`src/rtl/coef_buf_pkg.sv`:
```
// Shared definitions for the coefficient buffer controller: sizes, data width, FSM states.
// Data width follows `PIXEL_WIDTH (enc_defines.v); a default is supplied when it is not defined.
`ifndef PIXEL_WIDTH
`define PIXEL_WIDTH 8
`endif

package coef_buf_pkg;

    localparam int unsigned COEF_BUF_DEPTH = 192;
    localparam int unsigned COEF_BUF_AW    = 8;
    localparam int unsigned COEF_BUF_DW    = `PIXEL_WIDTH * 8;

    typedef enum logic [1:0] {
        IDLE  = 2'd0,
        FILL  = 2'd1,
        DRAIN = 2'd2,
        DONE  = 2'd3
    } coef_buf_state_e;

endpackage

```
`src/rtl/coef_buf_skid.sv`:
```
// Two-entry read-side buffer: output register plus one skid entry, valid/ready on the output.
// The upstream never pushes into a full buffer, so the input has no ready.
module coef_buf_skid
    import coef_buf_pkg::*;
#(
    parameter int unsigned DW = COEF_BUF_DW
) (
    input  logic          clk,
    input  logic          rst_n,
    input  logic          in_val,
    input  logic [DW-1:0] in_dat,
    input  logic          in_last,
    output logic          out_val,
    input  logic          out_rdy,
    output logic [DW-1:0] out_dat,
    output logic          out_last,
    output logic [1:0]    held
);

    logic          out_val_q;
    logic          out_last_q;
    logic [DW-1:0] out_dat_q;
    logic          skid_val_q;
    logic          skid_last_q;
    logic [DW-1:0] skid_dat_q;
    logic          pop;

    assign pop = out_val_q & out_rdy;

    always_ff @(posedge clk or negedge rst_n) begin
        if (!rst_n) begin
            out_val_q   <= 1'b0;
            out_last_q  <= 1'b0;
            out_dat_q   <= '0;
            skid_val_q  <= 1'b0;
            skid_last_q <= 1'b0;
            skid_dat_q  <= '0;
        end else if (!out_val_q || pop) begin
            // Output slot frees up: the skid word (older) moves first, new data backfills it.
            if (skid_val_q) begin
                out_val_q   <= 1'b1;
                out_dat_q   <= skid_dat_q;
                out_last_q  <= skid_last_q;
                skid_val_q  <= in_val;
                skid_dat_q  <= in_dat;
                skid_last_q <= in_last;
            end else begin
                out_val_q   <= in_val;
                out_dat_q   <= in_dat;
                out_last_q  <= in_last;
            end
        end else if (in_val) begin
            skid_val_q  <= 1'b1;
            skid_dat_q  <= in_dat;
            skid_last_q <= in_last;
        end
    end

    assign out_val  = out_val_q;
    assign out_dat  = out_dat_q;
    assign out_last = out_val_q & out_last_q;
    assign held     = {1'b0, out_val_q} + {1'b0, skid_val_q};

endmodule

```
`src/rtl/coef_buf_ctrl.sv`:
```
// Coefficient buffer controller: fills a single-port RAM from the transform, then drains it in order.
// Optional nonzero-coefficient flag detection is enabled by defining COEF_BUF_CBF_EN.
module coef_buf_ctrl
    import coef_buf_pkg::*;
#(
    parameter int unsigned DEPTH = COEF_BUF_DEPTH,
    parameter int unsigned AW    = COEF_BUF_AW
) (
    input  logic                   clk,
    input  logic                   rst_n,
    input  logic                   start_i,
    input  logic [AW-1:0]          len_i,
    input  logic                   wr_val_i,
    output logic                   wr_rdy_o,
    input  logic [COEF_BUF_DW-1:0] wr_dat_i,
    output logic                   rd_val_o,
    input  logic                   rd_rdy_i,
    output logic [COEF_BUF_DW-1:0] rd_dat_o,
    output logic                   rd_last_o,
    output logic                   ram_ce_o,
    output logic                   ram_we_o,
    output logic [AW-1:0]          ram_addr_o,
    output logic [COEF_BUF_DW-1:0] ram_dat_o,
    input  logic [COEF_BUF_DW-1:0] ram_dat_i,
    output logic                   busy_o,
    output logic                   done_o,
    output logic                   cbf_o
);

    coef_buf_state_e state_q, state_d;
    logic [AW-1:0]   len_q, wr_cnt_q, rd_cnt_q, len_sat;
    logic            rd_pend_q, rd_pend_last_q;
    logic            wr_acc, rd_issue, rd_pop, start_acc;
    logic [1:0]      held;
    logic [2:0]      occ;
    logic            cbf_q;

    assign start_acc = (state_q == IDLE) && start_i;
    assign len_sat   = (len_i > AW'(DEPTH)) ? AW'(DEPTH) : len_i;
    assign wr_rdy_o  = (state_q == FILL);
    assign wr_acc    = wr_rdy_o && wr_val_i;
    assign rd_pop    = rd_val_o && rd_rdy_i;

    // Words held plus the read in flight; a slot freed by this cycle's pop can be reused at once.
    assign occ      = {1'b0, held} + {2'b0, rd_pend_q};
    assign rd_issue = (state_q == DRAIN) && (rd_cnt_q != len_q) && (occ < (rd_pop ? 3'd3 : 3'd2));

    always_comb begin
        state_d    = state_q;
        ram_ce_o   = 1'b0;
        ram_we_o   = 1'b0;
        ram_addr_o = '0;
        ram_dat_o  = '0;
        case (state_q)
            IDLE: begin
                if (start_i) state_d = (len_i == '0) ? DONE : FILL;
            end
            FILL: begin
                if (wr_acc) begin
                    ram_ce_o   = 1'b1;
                    ram_we_o   = 1'b1;
                    ram_addr_o = wr_cnt_q;
                    ram_dat_o  = wr_dat_i;
                    if (wr_cnt_q == len_q - AW'(1)) state_d = DRAIN;
                end
            end
            DRAIN: begin
                if (rd_issue) begin
                    ram_ce_o   = 1'b1;
                    ram_addr_o = rd_cnt_q;
                end
                if (rd_pop && rd_last_o) state_d = DONE;
            end
            DONE:    state_d = IDLE;
            default: state_d = IDLE;
        endcase
    end

    always_ff @(posedge clk or negedge rst_n) begin
        if (!rst_n) begin
            state_q        <= IDLE;
            len_q          <= '0;
            wr_cnt_q       <= '0;
            rd_cnt_q       <= '0;
            rd_pend_q      <= 1'b0;
            rd_pend_last_q <= 1'b0;
        end else begin
            state_q        <= state_d;
            rd_pend_q      <= rd_issue;
            rd_pend_last_q <= rd_issue && (rd_cnt_q == len_q - AW'(1));
            if (start_acc) begin
                len_q    <= len_sat;
                wr_cnt_q <= '0;
                rd_cnt_q <= '0;
            end
            if (wr_acc)   wr_cnt_q <= wr_cnt_q + AW'(1);
            if (rd_issue) rd_cnt_q <= rd_cnt_q + AW'(1);
        end
    end

    coef_buf_skid #(
        .DW(COEF_BUF_DW)
    ) u_skid (
        .clk     (clk),
        .rst_n   (rst_n),
        .in_val  (rd_pend_q),
        .in_dat  (ram_dat_i),
        .in_last (rd_pend_last_q),
        .out_val (rd_val_o),
        .out_rdy (rd_rdy_i),
        .out_dat (rd_dat_o),
        .out_last(rd_last_o),
        .held    (held)
    );

`ifdef COEF_BUF_CBF_EN
    always_ff @(posedge clk or negedge rst_n) begin
        if (!rst_n)                         cbf_q <= 1'b0;
        else if (start_acc)                 cbf_q <= 1'b0;
        else if (wr_acc && wr_dat_i != '0)  cbf_q <= 1'b1;
    end
`else
    always_ff @(posedge clk or negedge rst_n) begin
        if (!rst_n) cbf_q <= 1'b0;
        else        cbf_q <= 1'b1;
    end
`endif

    assign cbf_o  = cbf_q;
    assign busy_o = (state_q != IDLE);
    assign done_o = (state_q == DONE);

endmodule

```
`config.mk`:
```
export PLATFORM = sky130hd
export DESIGN_NAME = coef_buf_ctrl
export DESIGN_NICKNAME = d
export VERILOG_FILES = /design/src/rtl/coef_buf_pkg.sv /design/src/rtl/coef_buf_skid.sv /design/src/rtl/coef_buf_ctrl.sv
export SDC_FILE = /design/constraint.sdc
export NUM_CORES = 1
export LEC_CHECK = 0
export CAP_MARGIN = 15
export CORE_ASPECT_RATIO = 0.75
export CORE_MARGIN = 1.5
export CORE_UTILIZATION = 44
export CTS_CLUSTER_SIZE = 8
export DETAILED_ROUTE_END_ITERATION = 10
export PLACE_DENSITY = 0.9
export SLEW_MARGIN = 30
export SYNTH_ARGS = -nofsm -noshare
export SYNTH_HDL_FRONTEND = slang
export SYNTH_SLANG_ARGS = --single-unit
```
`constraint.sdc`:
```
create_clock -name clk -period 5.8 [get_ports clk]
set_clock_uncertainty 0.15 [all_clocks]
set_input_delay 0.87 -clock clk [delete_from_list [all_inputs] [get_ports clk]]
set_output_delay 0.87 -clock clk [all_outputs]
set_load 0.005 [all_outputs]
```
* Word level (Yosys, flattened, before mapping)
Cells that the tools add are included.
** Word-level totals
- Flip-flop bits (word level) :: 161
- Latch bits :: 0
- Memory bits (writable) :: 0
- Bits in read-only memories :: 0
- Bits of input ports :: 141
- Output and inout bits :: 144
- Logic and storage cells :: 82
- Memories kept :: 0
** Operators by class
- $add $sub $neg :: 5
- Multiply operators :: 0
- Div/mod/pow operators :: 0
- $lt $le $gt $ge :: 2
- Equality and inequality tests :: 11
- Shift operators :: 0
- Mux-type cells :: 32
- Bitwise logic cells :: 2
- Reductions and logical operators :: 17
** Operators by type and width (count)
- 2-to-1 mux 64 bit :: 6
- 2-to-1 mux 8 bit :: 6
- adder 8 x 1 -> 8 bit (second input constant) :: 2
- equality test 8 bit :: 2
- case mux 8 bit (2 select lines) :: 1
- 2-to-1 mux 1 bit :: 12
- 2-to-1 mux 2 bit :: 5
- > comparator 8 bit (second input constant) :: 1
- zero test 8 bit :: 1
- inequality test 2 x 1 -> 1 bit (second input constant) :: 4
- inequality test 8 bit :: 1
- case mux 2 bit (4 select lines) :: 1
- nonzero test 2 bit :: 4
- subtractor 8 x 1 -> 8 bit (second input constant) :: 1
- logical AND 1 bit :: 7
- equality test 2 bit (second input constant) :: 2
- AND reduction 4 bit :: 1
- adder 2 x 1 -> 3 bit :: 1
- < comparator 3 x 2 -> 1 bit :: 1
- adder 1 x 1 -> 2 bit :: 1
- AND 1 bit :: 2
- equality test 2 x 1 -> 1 bit (second input constant) :: 1
- zero test 2 bit :: 1
- inequality test 2 bit (second input constant) :: 1
- 4 further kinds :: 4

* Longest topological paths before layout
Gate-level depths: netlist of run 1.
- Depth after elaboration :: 6
- Mapped depth :: 10

* Cells and area by module
A second synthesis of run 1 with hierarchy kept.
** Unflattened totals
- Cells, all modules :: 734
- Area, all modules :: 8250.4 um2
** Modules (own cells, without submodules)
- coef_buf_skid :: times used 1, cells an instance 428, area each 5724.2 um2, seq. area each 3303.2 um2
- coef_buf_ctrl :: times used 1, cells an instance 306, area each 2526.2 um2, seq. area each 725.7 um2

* Least setup slack after synthesis of run 1
No wires, ideal clock.
- Path kind :: flip-flop to output port
- From :: register rd_cnt_q[1]
- To :: output ram_addr_o[0]
- Data arrival time :: 1.792 ns
- Required time :: 4.780 ns
- Path slack :: 2.988 ns
- Cell stages (with the launch flop) :: 9
- Cells stage by stage :: dfrtp_1 buf_2 xor2_1 or4_4 o211ai_4 inv_4 buf_6 a22oi_2 nor2b_1
** On the way
- Longest elaborated chain between the ends :: 5
** RTL lines
- from (decl) :: RTL line coef_buf_ctrl.sv:31 : logic [AW-1:0] len_q, wr_cnt_q, rd_cnt_q, len_sat;
- from (signal assigned) :: RTL line coef_buf_ctrl.sv:97 : if (rd_issue) rd_cnt_q <= rd_cnt_q + AW'(1);
- inequality test 8 bit :: RTL line coef_buf_ctrl.sv:46 : assign rd_issue = (state_q == DRAIN) && (rd_cnt_q != len_q) && (occ < (rd_pop ? 3'd3 : 3'd2));
- logical AND 1 bit (2 in series) :: RTL line coef_buf_ctrl.sv:46
- named net rd_issue :: RTL line coef_buf_ctrl.sv:33 : logic wr_acc, rd_issue, rd_pop, start_acc;
- 2-to-1 mux 8 bit :: RTL line coef_buf_ctrl.sv:68 : if (rd_issue) begin
- case mux 8 bit (2 select lines) :: RTL line coef_buf_ctrl.sv:54 : case (state_q)
- to (decl) :: RTL line coef_buf_ctrl.sv:22 : output logic [AW-1:0] ram_addr_o,
The timed path passes the listed nets, and every way through them passes these cells.

* Worst setup path in the final report of run 1
- From :: register state_q[1]
- To :: output ram_addr_o[6]
** On the way
- Longest elaborated chain between the ends :: 5
** RTL lines
- from (decl) :: RTL line coef_buf_ctrl.sv:30 : coef_buf_state_e state_q, state_d;
- from (signal assigned) :: RTL line coef_buf_ctrl.sv:88 : state_q <= state_d;
- equality test 2 bit :: RTL line coef_buf_ctrl.sv:46, coef_buf_ctrl.sv:54
- logical AND 1 bit (2 in series) :: RTL line coef_buf_ctrl.sv:46
- 2-to-1 mux 8 bit :: RTL line coef_buf_ctrl.sv:68
- case mux 8 bit (2 select lines) (*) :: RTL line coef_buf_ctrl.sv:54
Mark *: on every way between the ends. The rest lies on a longest branch, timed or not.

==> flow_metrics.env, run 1 <==
export IMPL_grt_util_met2_pct=35.5
export IMPL_grt_ovfl_total=0
export IMPL_wl_per_cell_um=17.4
export IMPL_setup_violations=0
export IMPL_synth_edf_count=0
export IMPL_ctsResizeCount=0
export IMPL_setup_tns_ns=0
export IMPL_ys_ff_latch=161
export IMPL_synth_distinct_cells=43
export IMPL_via_per_inst=5.16
export IMPL_power_leakage_nw=4.80
export IMPL_drt_wl_total_um=21500
export IMPL_yosys_area_top_type_share_pct=51.0
export IMPL_place_gp_congestion=0.888
export IMPL_hpwl_um=15400
export IMPL_status="completed"
export IMPL_dieArea_sq_mm=0.0188
export IMPL_grt_pass1_wl_um=33700
export IMPL_drv_cap=0
export IMPL_rsz0062_at_grt="false"
export IMPL_reg2regPathDepth=4
export IMPL_grt_use_met1_pct=33.2
export IMPL_use_met3_pct=5.46
export IMPL_final_cell_mix="283 x clkdlybuf4s50_1, 160 x dfrtp_1, 83 x nand2_1"
export IMPL_drc_errors=0
export IMPL_htree_levels=4
export IMPL_numCtsBuffers=17
export IMPL_drive_above_1_share_pct=12.2
export IMPL_dieWidth_um=158
export IMPL_die_y_um=119
export IMPL_final_common_cell="clkdlybuf4s50_1"
export IMPL_synthesis_area_sq_mm=0.00789
export IMPL_grt_pass1_vias=6269
export IMPL_yosys_area_top_type="dfrtp_1"
export IMPL_final_nets=1126
export IMPL_initial_core_util_pct=44.8
export IMPL_clk_latency_ns=0.41
export IMPL_r2r_setup_slack_ns=2.72
export IMPL_clock_path_buffers=2
export IMPL_crit_type="register to output port"
export IMPL_grt_start_max_net_pins=103
export IMPL_synth_seq_area_share_pct=51.0
export IMPL_powerDensity_mw_per_mm2=433
export IMPL_cp_arrival_ns=3.15
export IMPL_rows=42
export IMPL_antenna_found_initial=0
export IMPL_peakVddDrop_uv=213
export IMPL_cts_setup_buffers=0
export IMPL_ys_top_cells_by_area="dfrtp_1 51%, mux2_2 9.6%, mux2i_1 8.8%"
export IMPL_hold_class="input pin to asynchronous set/reset pin"
export IMPL_startpoint_type="register"
export IMPL_async_flop_share_pct=100
export IMPL_ant_nets=0
export IMPL_cts_tree="yes"
export IMPL_path_max_fanout=67
export IMPL_slew_violations=0
export IMPL_cts_sinks=161
export IMPL_via_count=6346
export IMPL_r2r_end="u_skid.skid_dat_q[29]$_DFFE_PN0P_"
export IMPL_synthCells=725
export IMPL_fill_cells=1341
export IMPL_io_buffers=284
export IMPL_fmax_mhz=240
export IMPL_relSlewSlack_pct=36.1
export IMPL_worst_slew_pin_slew_ns=0.959
export IMPL_hold_violations=0
export IMPL_end_kind="output port"
export IMPL_cts_clk_slew_worst_paths_ns=0.07
export IMPL_ys_flop_type="dfrtp_1"
export IMPL_gr_usage_all_layers_pct=22.9
export IMPL_pre_cts_ws_ns=1.62
export IMPL_syn_nets=875
export IMPL_timing_final_ws_setup_ns=1.63
export IMPL_worst_r2r_startpoint="u_skid.out_val$_DFFE_PN0N_"
export IMPL_fin_crit_ns=4.17
export IMPL_required_ns=4.78
export IMPL_fp_coreArea_sq_mm=0.0176
export IMPL_first_pass_iters=5
export IMPL_antenna_cells=0
export IMPL_syn_avg_cell_area_sq_um=10.9
export IMPL_yosys_warnings=0
export IMPL_final_period_utilization_pct=71.9
export IMPL_synthToLayoutAreaGrowth_pct=46.0
export IMPL_clock_root_buffer="clkbuf_16"
export IMPL_first_iter_violations=425
export IMPL_num_io_pins=285
export IMPL_cts_hold_buf=0
export IMPL_busiest_layer="met2"
[registers in the layout, summed over array words and instances (netlist names)]
signal and cells:
rd_pend_last_q 1, u_skid.out_dat 64, len_q 8, u_skid.out_last_q 1, u_skid.out_val 1, u_skid.skid_dat_q 64
state_q 2, cbf_o 1, u_skid.skid_last_q 1, u_skid.skid_val_q 1, rd_pend_q 1, rd_cnt_q 8
wr_cnt_q 8
[area by class of cell]
cell class	instances	area (sq um)	area share, %
repair buffers	291	2900	25.1
well taps	242	303	2.63
clock buffers	17	425	3.69
multi-input cells	498	3600	31.2
inverters	7	28.8	0.250
clock inverters	15	241	2.10
flip-flops and latches	161	4030	35.0
[routing by layer]
metal / wire (um) / up-vias
met5: 0 / -
met4: 125 / 0
met1: 10000 / 3095
li1: - / 3051
met3: 1370 / 18
met2: 9950 / 182
[cell families after synthesis]
group                    synth area share, %
AND/OR/NAND/NOR                         13.0
flip-flops                              51.0
multiplexers                            18.3
AO/OA/AOI/OAI                           9.24
buffers and inverters                   3.65
XOR/XNOR                                3.11
adder cells (fa/ha/maj)                 1.65
other                                 0.0475
[report_power, final]
part	internal (W)	leakage (nW)	switching (W)	total (W)
sequential	0.00154	1.97	0.000312	0.00186
clock	0.000746	0.326	0.000502	0.00125
combinational	0.00107	2.50	0.000814	0.00189
[Yosys cell counts (2+ instances only)]
| cell | n |
|---|---|
| a21oi_1 | 2 |
| a22o_1 | 7 |
| a22oi_1 | 4 |
| a22oi_2 | 4 |
| a31oi_1 | 8 |
| and3_1 | 68 |
| buf_2 | 12 |
| buf_6 | 3 |
| clkbuf_1 | 43 |
| dfrtp_1 | 161 |
| ha_1 | 8 |
| inv_1 | 5 |
| mux2_2 | 67 |
| mux2i_1 | 69 |
| nand2_1 | 83 |
| nand3_1 | 9 |
| nand4_1 | 5 |
| nor2_1 | 13 |
| nor2b_1 | 10 |
| nor3_1 | 5 |
| nor4_1 | 2 |
| o21ai_0 | 80 |
| o21ai_1 | 11 |
| xnor2_1 | 13 |
| xor2_1 | 15 |
[metrics by stage]
stage | cell area, sq um | utilization, % | power, W | hold slack [ns] | cells
after floorplan | 7890 | - | 0.00289 | 0.315 | 725
after CTS | 11500 | 65.5 | 0.00502 | 0.336 | 1231
after detailed placement | 10900 | 61.7 | 0.00375 | 0.320 | 1199
final | 11500 | 65.5 | 0.00499 | 0.316 | 1231
after global routing | 11500 | 65.5 | 0.00527 | 0.355 | 1231
after global placement | 10900 | 61.7 | 0.00365 | 0.310 | 1199
[worst max-delay path by stage]
stage | slack, ns | start | depth (start not counted) | end
2_1_floorplan | 2.99 | rd_cnt_q[1]$_DFFE_PN0P_ | 8 | ram_addr_o[0]
3_3_place_gp | 1.64 | rd_rdy_i | 8 | ram_addr_o[7]
3_5_place_dp | 1.62 | rd_rdy_i | 8 | ram_addr_o[6]
4_1_cts | 1.62 | u_skid.skid_val_q$_DFFE_PN0P_ | 7 | ram_addr_o[6]
5_1_grt | 1.41 | state_q[1]$_DFFE_PN0P_ | 8 | ram_addr_o[6]
6_report | 1.63 | state_q[1]$_DFFE_PN0P_ | 8 | ram_addr_o[6]
[worst max-delay path, cell delays in order (launching register included)]
cell and delay [ns]:
dfrtp_1 0.40, inv_1 0.13, ha_1 0.16, buf_4 0.43, nand2_1 0.31, clkinv_1 0.39
a22oi_2 0.14, nor2b_1 0.20, clkdlybuf4s50_1 0.56
(Power assumes the default switching activity.)
==> inputs of run 2 (changes only) <==
CORE_UTILIZATION = 41   (was 44)
PLACE_DENSITY = 0.88   (was 0.9)
clock period = 3.7 ns   (was 5.8 ns; I/O delays follow)
==> flow_metrics.env, run 2 (synthesized netlist as in run 1, its figures left out) <==
export IMPL_cp_num_buf_inv=2
export IMPL_hold_class="register to register"
export IMPL_power_leakage_nw=4.81
export IMPL_final_area_sq_mm=0.0115
export IMPL_final_period_utilization_pct=95.9
export IMPL_relSlewSlack_pct=37.1
export IMPL_busiest_layer="met2"
export IMPL_fmax_mhz=282
export IMPL_clk_latency_ns=0.42
export IMPL_cp_arrival_ns=2.84
export IMPL_status="completed"
export IMPL_drv_cap=0
export IMPL_htree_levels=4
export IMPL_dpl_cell_area_sq_mm=0.0109
export IMPL_crit_type="register to output port"
export IMPL_slew_violations=0
export IMPL_pre_cts_ws_ns=0.267
export IMPL_die_y_um=123
export IMPL_hpwl_um=15300
export IMPL_antenna_found_initial=0
export IMPL_max_stage_delay_ns=0.52
export IMPL_grt_util_met2_pct=31.6
export IMPL_crit_family="buffers and inverters"
export IMPL_fin_crit_ns=3.55
export IMPL_initial_core_util_pct=42.3
export IMPL_multi_input_area_sq_mm=0.00360
export IMPL_peakVddDrop_uv=446
export IMPL_rows=43
export IMPL_numCtsBuffers=17
export IMPL_final_cell_mix="283 x clkdlybuf4s50_1, 160 x dfrtp_1, 83 x nand2_1"
export IMPL_regArea_sq_mm=0.00403
export IMPL_clock_root_buffer="clkbuf_16"
export IMPL_setup_violations=0
export IMPL_grt_start_max_net_pins=97
export IMPL_cts_sinks=161
export IMPL_drc_errors=0
export IMPL_place_gp_congestion=0.855
export IMPL_clock_path_buffers=2
export IMPL_setup_tns_ns=0
export IMPL_grt_pass1_vias=6177
export IMPL_dieWidth_um=163
export IMPL_cp_slowest_cell="clkdlybuf4s50_1"
export IMPL_antenna_cells=0
export IMPL_wl_per_cell_um=17.1
export IMPL_timing_final_ws_setup_ns=0.153
export IMPL_drt_wl_total_um=21400
export IMPL_fp_coreArea_sq_mm=0.0187
export IMPL_via_per_inst=5.23
export IMPL_cts_tree="yes"
export IMPL_end_kind="output port"
export IMPL_hold_violations=0
export IMPL_gr_usage_all_layers_pct=20.9
export IMPL_fill_cells=1491
export IMPL_via_count=6519
export IMPL_grt_use_met1_pct=30.3
export IMPL_path_max_fanout=15
export IMPL_grt_pass1_wl_um=32500
export IMPL_ant_nets=0
export IMPL_first_iter_violations=519
export IMPL_path_cells="fa_1 -> o21ai_0 -> o211ai_4 -> inv_4 -> a22oi_1 -> nor2b_1 -> clkdlybuf4s50_1"
export IMPL_num_io_pins=285
export IMPL_final_nets=1137
export IMPL_utilization_pct=61.8
export IMPL_drive_above_1_share_pct=13.1
export IMPL_final_common_cell="clkdlybuf4s50_1"
export IMPL_dieArea_sq_mm=0.0201
export IMPL_rsz0062_at_grt="false"
export IMPL_p_total_w=0.00763
export IMPL_synthToLayoutAreaGrowth_pct=46.2
export IMPL_required_ns=2.99
export IMPL_io_buffers=284
export IMPL_worst_slew_pin_slew_ns=0.943
export IMPL_first_pass_iters=5
export IMPL_cts_clk_slew_worst_paths_ns=0.06
export IMPL_powerDensity_mw_per_mm2=661
export IMPL_grt_ovfl_total=0
export IMPL_use_met3_pct=4.46
export IMPL_startpoint_type="register"
run 2: worst min-delay path, stage by stage (launching register included):
cell	delay, ns
dfrtp_1	0.34
nand2_1	0.05
o21ai_0	0.06
run 2: metrics by stage:
step / cells / hold slack, ns
2_1_floorplan: 725 / 0.109
3_3_place_gp: 1210 / 0.309
3_5_place_dp: 1210 / 0.319
4_1_cts: 1243 / 0.333
5_1_grt: 1247 / 0.357
6_report: 1247 / 0.328
run 2: worst paths after layout:
check	cells past startpoint	startpoint	slack, ns	to
worst max-delay path	7	u_skid.out_val$_DFFE_PN0N_	0.15	ram_addr_o[1]
worst min-delay path	2	u_skid.out_dat[5]$_DFFE_PN0N_	0.33	u_skid.out_dat[5]$_DFFE_PN0N_
worst max register to register	7	state_q[1]$_DFFE_PN0P_	1.22	wr_cnt_q[3]$_DFFE_PN0P_
worst min register to register	2	u_skid.out_dat[5]$_DFFE_PN0N_	0.33	u_skid.out_dat[5]$_DFFE_PN0N_
max in group asynchronous	3	rst_n	2.08	u_skid.out_dat[57]$_DFFE_PN0N_
min in group asynchronous	2	rst_n	0.54	u_skid.out_dat[35]$_DFFE_PN0N_
run 2: area by class of cell:
| class | count | share of cell area [%] |
|---|---|---|
| sequential | 161 | 35.0 |
| inverter | 7 | 0.282 |
| tap | 247 | 2.68 |
| timing repair buffer | 302 | 26.0 |
| clock buffer | 18 | 3.72 |
| multi-input combinational | 498 | 31.2 |
| clock inverter | 14 | 1.25 |
run 2: per-layer routing:
layer / part of all wire [%] / up-vias / routed length, um
met5: 0 / - / 0
met4: 0.96 / 0 / 204
met3: 6.5 / 20 / 1390
met2: 46 / 209 / 9760
met1: 47 / 3210 / 10000
li1: - / 3080 / -
run 2: repair_timing:
action / 4_1_cts / 5_1_grt
buffers inserted: 0 / 4
hold endpoints to repair: 23 / 0
hold buffers: 1 / 0
cloned: 0 / 0
endpoints found under the setup margin: 1 / 8
resized for setup: 0 / 1
pin swaps: 1 / 1
run 2: power breakdown:
group          internal, W  leakage, nW  switching (W)
sequential         0.00242         1.97       0.000442
combinational      0.00172         2.56        0.00132
clock             0.000952        0.286       0.000770
==> inputs of run 3 (changes only) <==
ABC_CLOCK_PERIOD_IN_PS = 3700   (was unset)
==> results of run 3 <==
The final DEF is identical to that of run 2; final timing and power are the same.
==> RTL change 1: new RTL, settings of run 2 <==
The option `COEF_BUF_CBF_EN` is turned on by a define.
--- a/src/rtl/coef_buf_ctrl.sv
+++ b/src/rtl/coef_buf_ctrl.sv
@@ -1,5 +1,7 @@
 // Coefficient buffer controller: fills a single-port RAM from the transform, then drains it in order.
 // Optional nonzero-coefficient flag detection is enabled by defining COEF_BUF_CBF_EN.
+`define COEF_BUF_CBF_EN
+
 module coef_buf_ctrl
     import coef_buf_pkg::*;
 #(
Behaviour: not the same (Yosys sat finds a counterexample within 4 cycles, from zero or initial values and one cycle with rst_n low).
==> RTL change 1 against run 2 <==
- worst setup slack better by 0.074 ns
- hold slack better by 0.0047 ns
- sequential cell count stayed put
- synthesized area rose by 3.3%
- synthesized cell count is 4.8% higher
- critical endpoint is now ram_addr_o[7]
- register-to-register slack got worse by 0.11 ns
- sequential power rose by 2%
- total power is 2.5% higher
- largest cell class unchanged
- global-route usage grew 2.1 points
- combinational power rose by 4%
- design area increased by 2.0%
- routed wire length rose by 11%
==> RTL change 1: results (changes against run 2) <==
[layout]
num-nets-final=1166  ; was 1,137
fillCellCount=1554  ; was 1,491
drive_gt1_share_pct=11.8  ; was 13.1%

[timing]
final.setup.tns_ns=0  ; unchanged
slew-limit-headroom_pct=43.2  ; was 37.1%

[yosys]
ys_async_sr_fraction_pct=100  ; unchanged
yosysWarnings=0  ; unchanged
synthTopCellsByCount=161 x dfrtp_1, 93 x nand2_1, 84 x o21ai_0  ; was 161 x dfrtp_1, 83 x nand2_1, 80 x o21ai_0
synthDistinctLibCells=59  ; was 43
synth_fp_nets=910  ; was 875
synth_top_flop_cell=dfrtp_1  ; unchanged
seq_area_frac_synth_pct=49.4  ; was 51.0%
ys_top_cells_by_area=dfrtp_1 49%, mux2_2 9.1%, mux2i_1 9.0%  ; was dfrtp_1 51%, mux2_2 9.6%, mux2i_1 8.8%

[clock_network]
path_clk_slew_ns=0.07
cts-htree-levels=4  ; unchanged
cts_root_buffer=clkbuf_16  ; unchanged
numCtsBuffers=17  ; unchanged

[worst_hold_path]
min_path_cells=2  ; unchanged
hold_class=reg -> reg  ; unchanged
hp-start=u_skid.out_dat[1]  ; was u_skid.out_dat[5]
hold_path_end=u_skid.out_dat[1]  ; was u_skid.out_dat[5]

[critical_path]
arrival_ns=2.77  ; was 2.84 ns
r2r-end=state_q[1]  ; was wr_cnt_q[3]
r2r_cells=7  ; unchanged
crit_fanout=10  ; was 15
r2r_start=len_q[0]  ; was state_q[1]
reg2reg_slack_ns=1.11  ; was 1.22 ns

[grt]
grt_pass1_vias=6941  ; was 6,177
antenna_found_initial=3  ; was 0
grt_pass1_wl_um=37500  ; was 32,500 um
track_usage_pct=23.0  ; was 20.9%
grt_max_degree=77  ; was 97

[place]
dpl_worst_slack_ns=0.453  ; was 0.267 ns
place_congestion=0.868  ; was 0.855
dpl.hpwl_um=17600  ; was 15,300 um
io_buffers=284  ; unchanged
place_area_um2=11200  ; was 10,900 um2

[route]
routed_via_density=5.34  ; was 5.23
antenna_left=0  ; unchanged
drtIter0Drc=455  ; was 519
drt_pass1_iterations=4  ; was 5
avgRoutedWirePerCell_um=18.5  ; was 17.1 um

[outcome]
outcome=finished, final reports clean  ; unchanged

[pwr]
p_leak_nw=4.84  ; was 4.81 nW
ir_worst_vdd_mv=0.346  ; was 0.446 mV

[RTL change 1: final cells by class]
class | count | area [um2] | area share (%)
Clock buffer | 17 | 425 | 3.62
Clock inverter | 15 | 164 | 1.39
Sequential cell | 161 | 4030 | 34.3
Multi-Input combinational cell | 533 | 3830 | 32.6
Timing Repair Buffer | 296 | 2960 | 25.2
Tap cell | 253 | 317 | 2.69
Inverter | 7 | 26.3 | 0.223
Antenna cell | 3 | 7.51 | 0.0638
[RTL change 1: cell families (layout without fill, tap and decap cells)]
logic type	count (synthesis)	in the layout	share of synthesized area [%]
AOI/OAI and AO/OA	121	121	8.81
xor gates and xnor gates	21	21	2.70
adders and majority gates	10	10	1.60
buffers and inverters	66	335	3.81
DFF	161	161	49.4
muxes	140	140	18.2
other	0	3	0
and+or+nand+nor	241	241	15.4
[RTL change 1: stage by stage]
stage / cells / power, mW / hold WS [ns]
after floorplan: 760 / 4.70 / 0.109
after global placement: 1249 / 5.94 / 0.310
after detailed placement: 1249 / 6.10 / 0.319
after CTS: 1282 / 7.87 / 0.335
after global routing: 1285 / 8.29 / 0.358
final: 1285 / 7.82 / 0.333
[RTL change 1: per-layer routing]
metal	routed length, um	part of all wire (%)	vias up	global-route usage [%]
met5	0	0	-	0
met4	587	2.5	0	9.64
met3	1380	5.8	38	6.05
met2	11600	49	245	38.4
met1	10200	43	3348	28.5
li1	-	-	3235	-
[RTL change 1: repair_timing]
| action | in CTS | in global routing |
|---|---|---|
| hold buffers | 1 | 0 |
| hold endpoints to repair | 9 | 0 |
| resized for setup | 0 | 0 |
[RTL change 1: power breakdown]
| part | internal [mW] | switching [mW] | total (mW) |
|---|---|---|---|
| clock network | 0.907 | 0.831 | 1.74 |
| registers | 2.43 | 0.496 | 2.93 |
| logic | 1.79 | 1.36 | 3.15 |
| total | 5.13 | 2.69 | 7.82 |
[RTL change 1: worst max-delay path by stage]
stage,end,slack [ns]
2_1_floorplan,ram_addr_o[4],1.24
3_3_place_gp,ram_addr_o[6],0.56
3_5_place_dp,ram_addr_o[7],0.45
4_1_cts,ram_addr_o[7],0.19
5_1_grt,ram_addr_o[7],0.04
6_report,ram_addr_o[7],0.23
[RTL change 1: worst max-delay path, cell delays in order, from the launching register on]
cell             delay, ns
dfrtp_1               0.45
fa_1                  0.49
o21ai_0               0.19
o211a_1               0.38
a22oi_1               0.13
nor2b_1               0.16
clkdlybuf4s50_1       0.54
==> RTL change 2: new RTL, flow settings as in run 2 <==
Without the edit above. Encoding of `coef_buf_state_e`: now one-hot (4 bits for 4 states).
--- a/src/rtl/coef_buf_pkg.sv
+++ b/src/rtl/coef_buf_pkg.sv
@@ -10,11 +10,11 @@
     localparam int unsigned COEF_BUF_AW    = 8;
     localparam int unsigned COEF_BUF_DW    = `PIXEL_WIDTH * 8;
 
-    typedef enum logic [1:0] {
-        IDLE  = 2'd0,
-        FILL  = 2'd1,
-        DRAIN = 2'd2,
-        DONE  = 2'd3
+    typedef enum logic [3:0] {
+        IDLE  = 4'b0001,
+        FILL  = 4'b0010,
+        DRAIN = 4'b0100,
+        DONE  = 4'b1000
     } coef_buf_state_e;
 
 endpackage
Function: no difference found for any inputs over 4 cycles, from zero or initial values and one cycle with rst_n low; so few cycles prove little.
==> RTL change 2 against run 2 <==
- sequential cell count grew 2
- synthesized area rose by 0.86%
- final cell count grew 0.88%
- routed wire length is 3.4% higher
- first-iteration DRC count decreased by 0.39%
- worst setup slack better by 0.065 ns
- die area grew 0.84%
- design area up 0.74%
- register-to-register slack worse by 0.26 ns
- critical endpoint is now ram_addr_o[2]
- largest cell class unchanged
Power is not compared: it rests on default switching activity, and its combinational part moved more than twofold at a synthesized area within 25%.
==> RTL change 2: results (changes against run 2) <==
[layout]
num-nets-final=1143  ; was 1,137
num_antenna_cells=0  ; unchanged
drive_gt1_share_pct=12.5  ; was 13.1%
fillCellCount=1437  ; was 1,491

[route]
routed_via_density=5.25  ; was 5.23
vias=6604  ; was 6,519
drtIter0Drc=517  ; was 519
avgRoutedWirePerCell_um=17.6  ; was 17.1 um
drt_pass1_iterations=5  ; unchanged

[pwr]
p_leak_nw=5.01
ir_worst_vdd_mv=0.277

[yosys]
yosysWarnings=0  ; unchanged
seq_area_frac_synth_pct=51.3  ; was 51.0%
ys_async_sr_fraction_pct=100  ; unchanged
ys_top_cells_by_area=dfrtp_1 51%, mux2_2 9.5%, mux2i_1 8.4%  ; was dfrtp_1 51%, mux2_2 9.6%, mux2i_1 8.8%
synthTopCellsByCount=162 x dfrtp_1, 105 x nand2_1, 79 x o21ai_0  ; was 161 x dfrtp_1, 83 x nand2_1, 80 x o21ai_0
synth_fp_nets=888  ; was 875
synthDistinctLibCells=54  ; was 43
syn_area_per_cell_um2=10.7  ; was 10.9 um2

[place]
dpl_worst_slack_ns=0.571  ; was 0.267 ns
io_buffers=284  ; unchanged
place_congestion=0.861  ; was 0.855
dpl.hpwl_um=15400  ; was 15,300 um
dp_cells=1225  ; was 1,210

[grt]
grt_pass1_vias=6405  ; was 6,177
grt_overflow_total=0  ; unchanged
grt_max_degree=133  ; was 97
grt_pass1_wl_um=33900  ; was 32,500 um
antenna_found_initial=0  ; unchanged
track_usage_pct=21.4  ; was 20.9%

[critical_path]
r2r_cells=8  ; was 7
reg2reg_slack_ns=0.96  ; was 1.22 ns
crit_fanout=16  ; was 15
r2r-end=state_q[1]  ; was wr_cnt_q[3]
crit_start=rd_pend_q  ; was u_skid.out_val
arrival_ns=2.78  ; was 2.84 ns
r2r_start=len_q[0]  ; was state_q[1]

[clock_network]
cts-htree-levels=4  ; unchanged
cts_root_buffer=clkbuf_16  ; unchanged
cts_resized=0  ; unchanged
post-cts-setup-buffers=0  ; unchanged
path_clk_slew_ns=0.07
clk_latency_ns=0.42  ; about the same
numCtsBuffers=17  ; unchanged
clockBufferDepth=2  ; unchanged

[worst_hold_path]
hp-start=u_skid.out_dat[55]  ; was u_skid.out_dat[5]
hold_class=reg -> reg  ; unchanged
min_path_cells=2  ; unchanged
hold_path_end=u_skid.out_dat[55]  ; was u_skid.out_dat[5]

[timing]
slew-limit-headroom_pct=48.3  ; was 37.1%

[outcome]
outcome=finished, final reports clean  ; unchanged

[RTL change 2: cell types whose count changed after synthesis, moves of 4 or more]
cell | run 2 | this run
nand2_1 | 83 | 105
xor2_1 | 15 | 9
nor2b_1 | 10 | 1
a31oi_1 | 8 | 4
a22oi_2 | 4 | 0
ha_1 | 8 | 3
a21oi_1 | 2 | 6
[RTL change 2: how the worst max path moves through the flow]
stage	cells past startpoint	slack, ns	endpoint
after CTS	7	0.20	ram_addr_o[2]
after detailed placement	7	0.57	ram_addr_o[6]
after global routing	7	0.10	ram_addr_o[5]
after global placement	7	0.64	ram_addr_o[4]
after floorplan	7	1.29	ram_addr_o[0]
final	7	0.22	ram_addr_o[2]
[RTL change 2: layout make-up]
cell class                      instances  area share [%]
Inverter                                6           0.194
Multi-Input combinational cell        515            31.3
Clock inverter                         12            1.25
Clock buffer                           20            3.93
Sequential cell                       163            35.1
Timing Repair Buffer                  295            25.5
Tap cell                              247            2.66
[RTL change 2: cell families (layout without fill, tap and decap cells)]
| group | after synthesis | count (layout) | share of synthesized area, % |
|---|---|---|---|
| DFF | 163 | 163 | 51.3 |
| muxes | 135 | 135 | 18.0 |
| xor gates and xnor gates | 25 | 25 | 2.75 |
| other | 1 | 1 | 0.0471 |
| AOI/OAI and AO/OA | 125 | 125 | 9.04 |
| and+or+nand+nor | 224 | 224 | 14.6 |
| buffers and inverters | 65 | 333 | 3.40 |
| adders and majority gates | 5 | 5 | 0.849 |
[RTL change 2: power by group]
group / switching [mW] / internal [mW]
Combinational: 0.593 / 0.674
Sequential: 0.161 / 1.88
Clock: 0.751 / 1.05
Total: 1.50 / 3.60
[RTL change 2: repair_timing]
action                     in CTS  in global routing
setup endpoints to repair       0                  0
hold endpoints to repair       49                  0
hold buffers                    1                  0
[RTL change 2: per-layer routing]
layer	GRT usage, %	up-vias	share of wire [%]
met4	4.20	0	0.62
li1	-	3132	-
met5	0	-	0
met3	5.09	12	5.8
met2	33.4	212	48
met1	30.5	3248	46
[RTL change 2: critical path, cell delays in order (launching register included)]
cell and delay [ns]:
dfrtp_1 0.46, fa_1 0.50, nand3b_1 0.19, a21oi_2 0.17, o41ai_2 0.10, inv_2 0.23
a22o_1 0.19, clkdlybuf4s50_1 0.50
[RTL change 2: metrics by stage]
step           area (um2)  hold WS, ns
4_1_cts             11600        0.334
6_report            11600        0.327
2_1_floorplan        7960        0.109
5_1_grt             11600        0.355
3_5_place_dp        11000        0.319
3_3_place_gp        11000        0.311
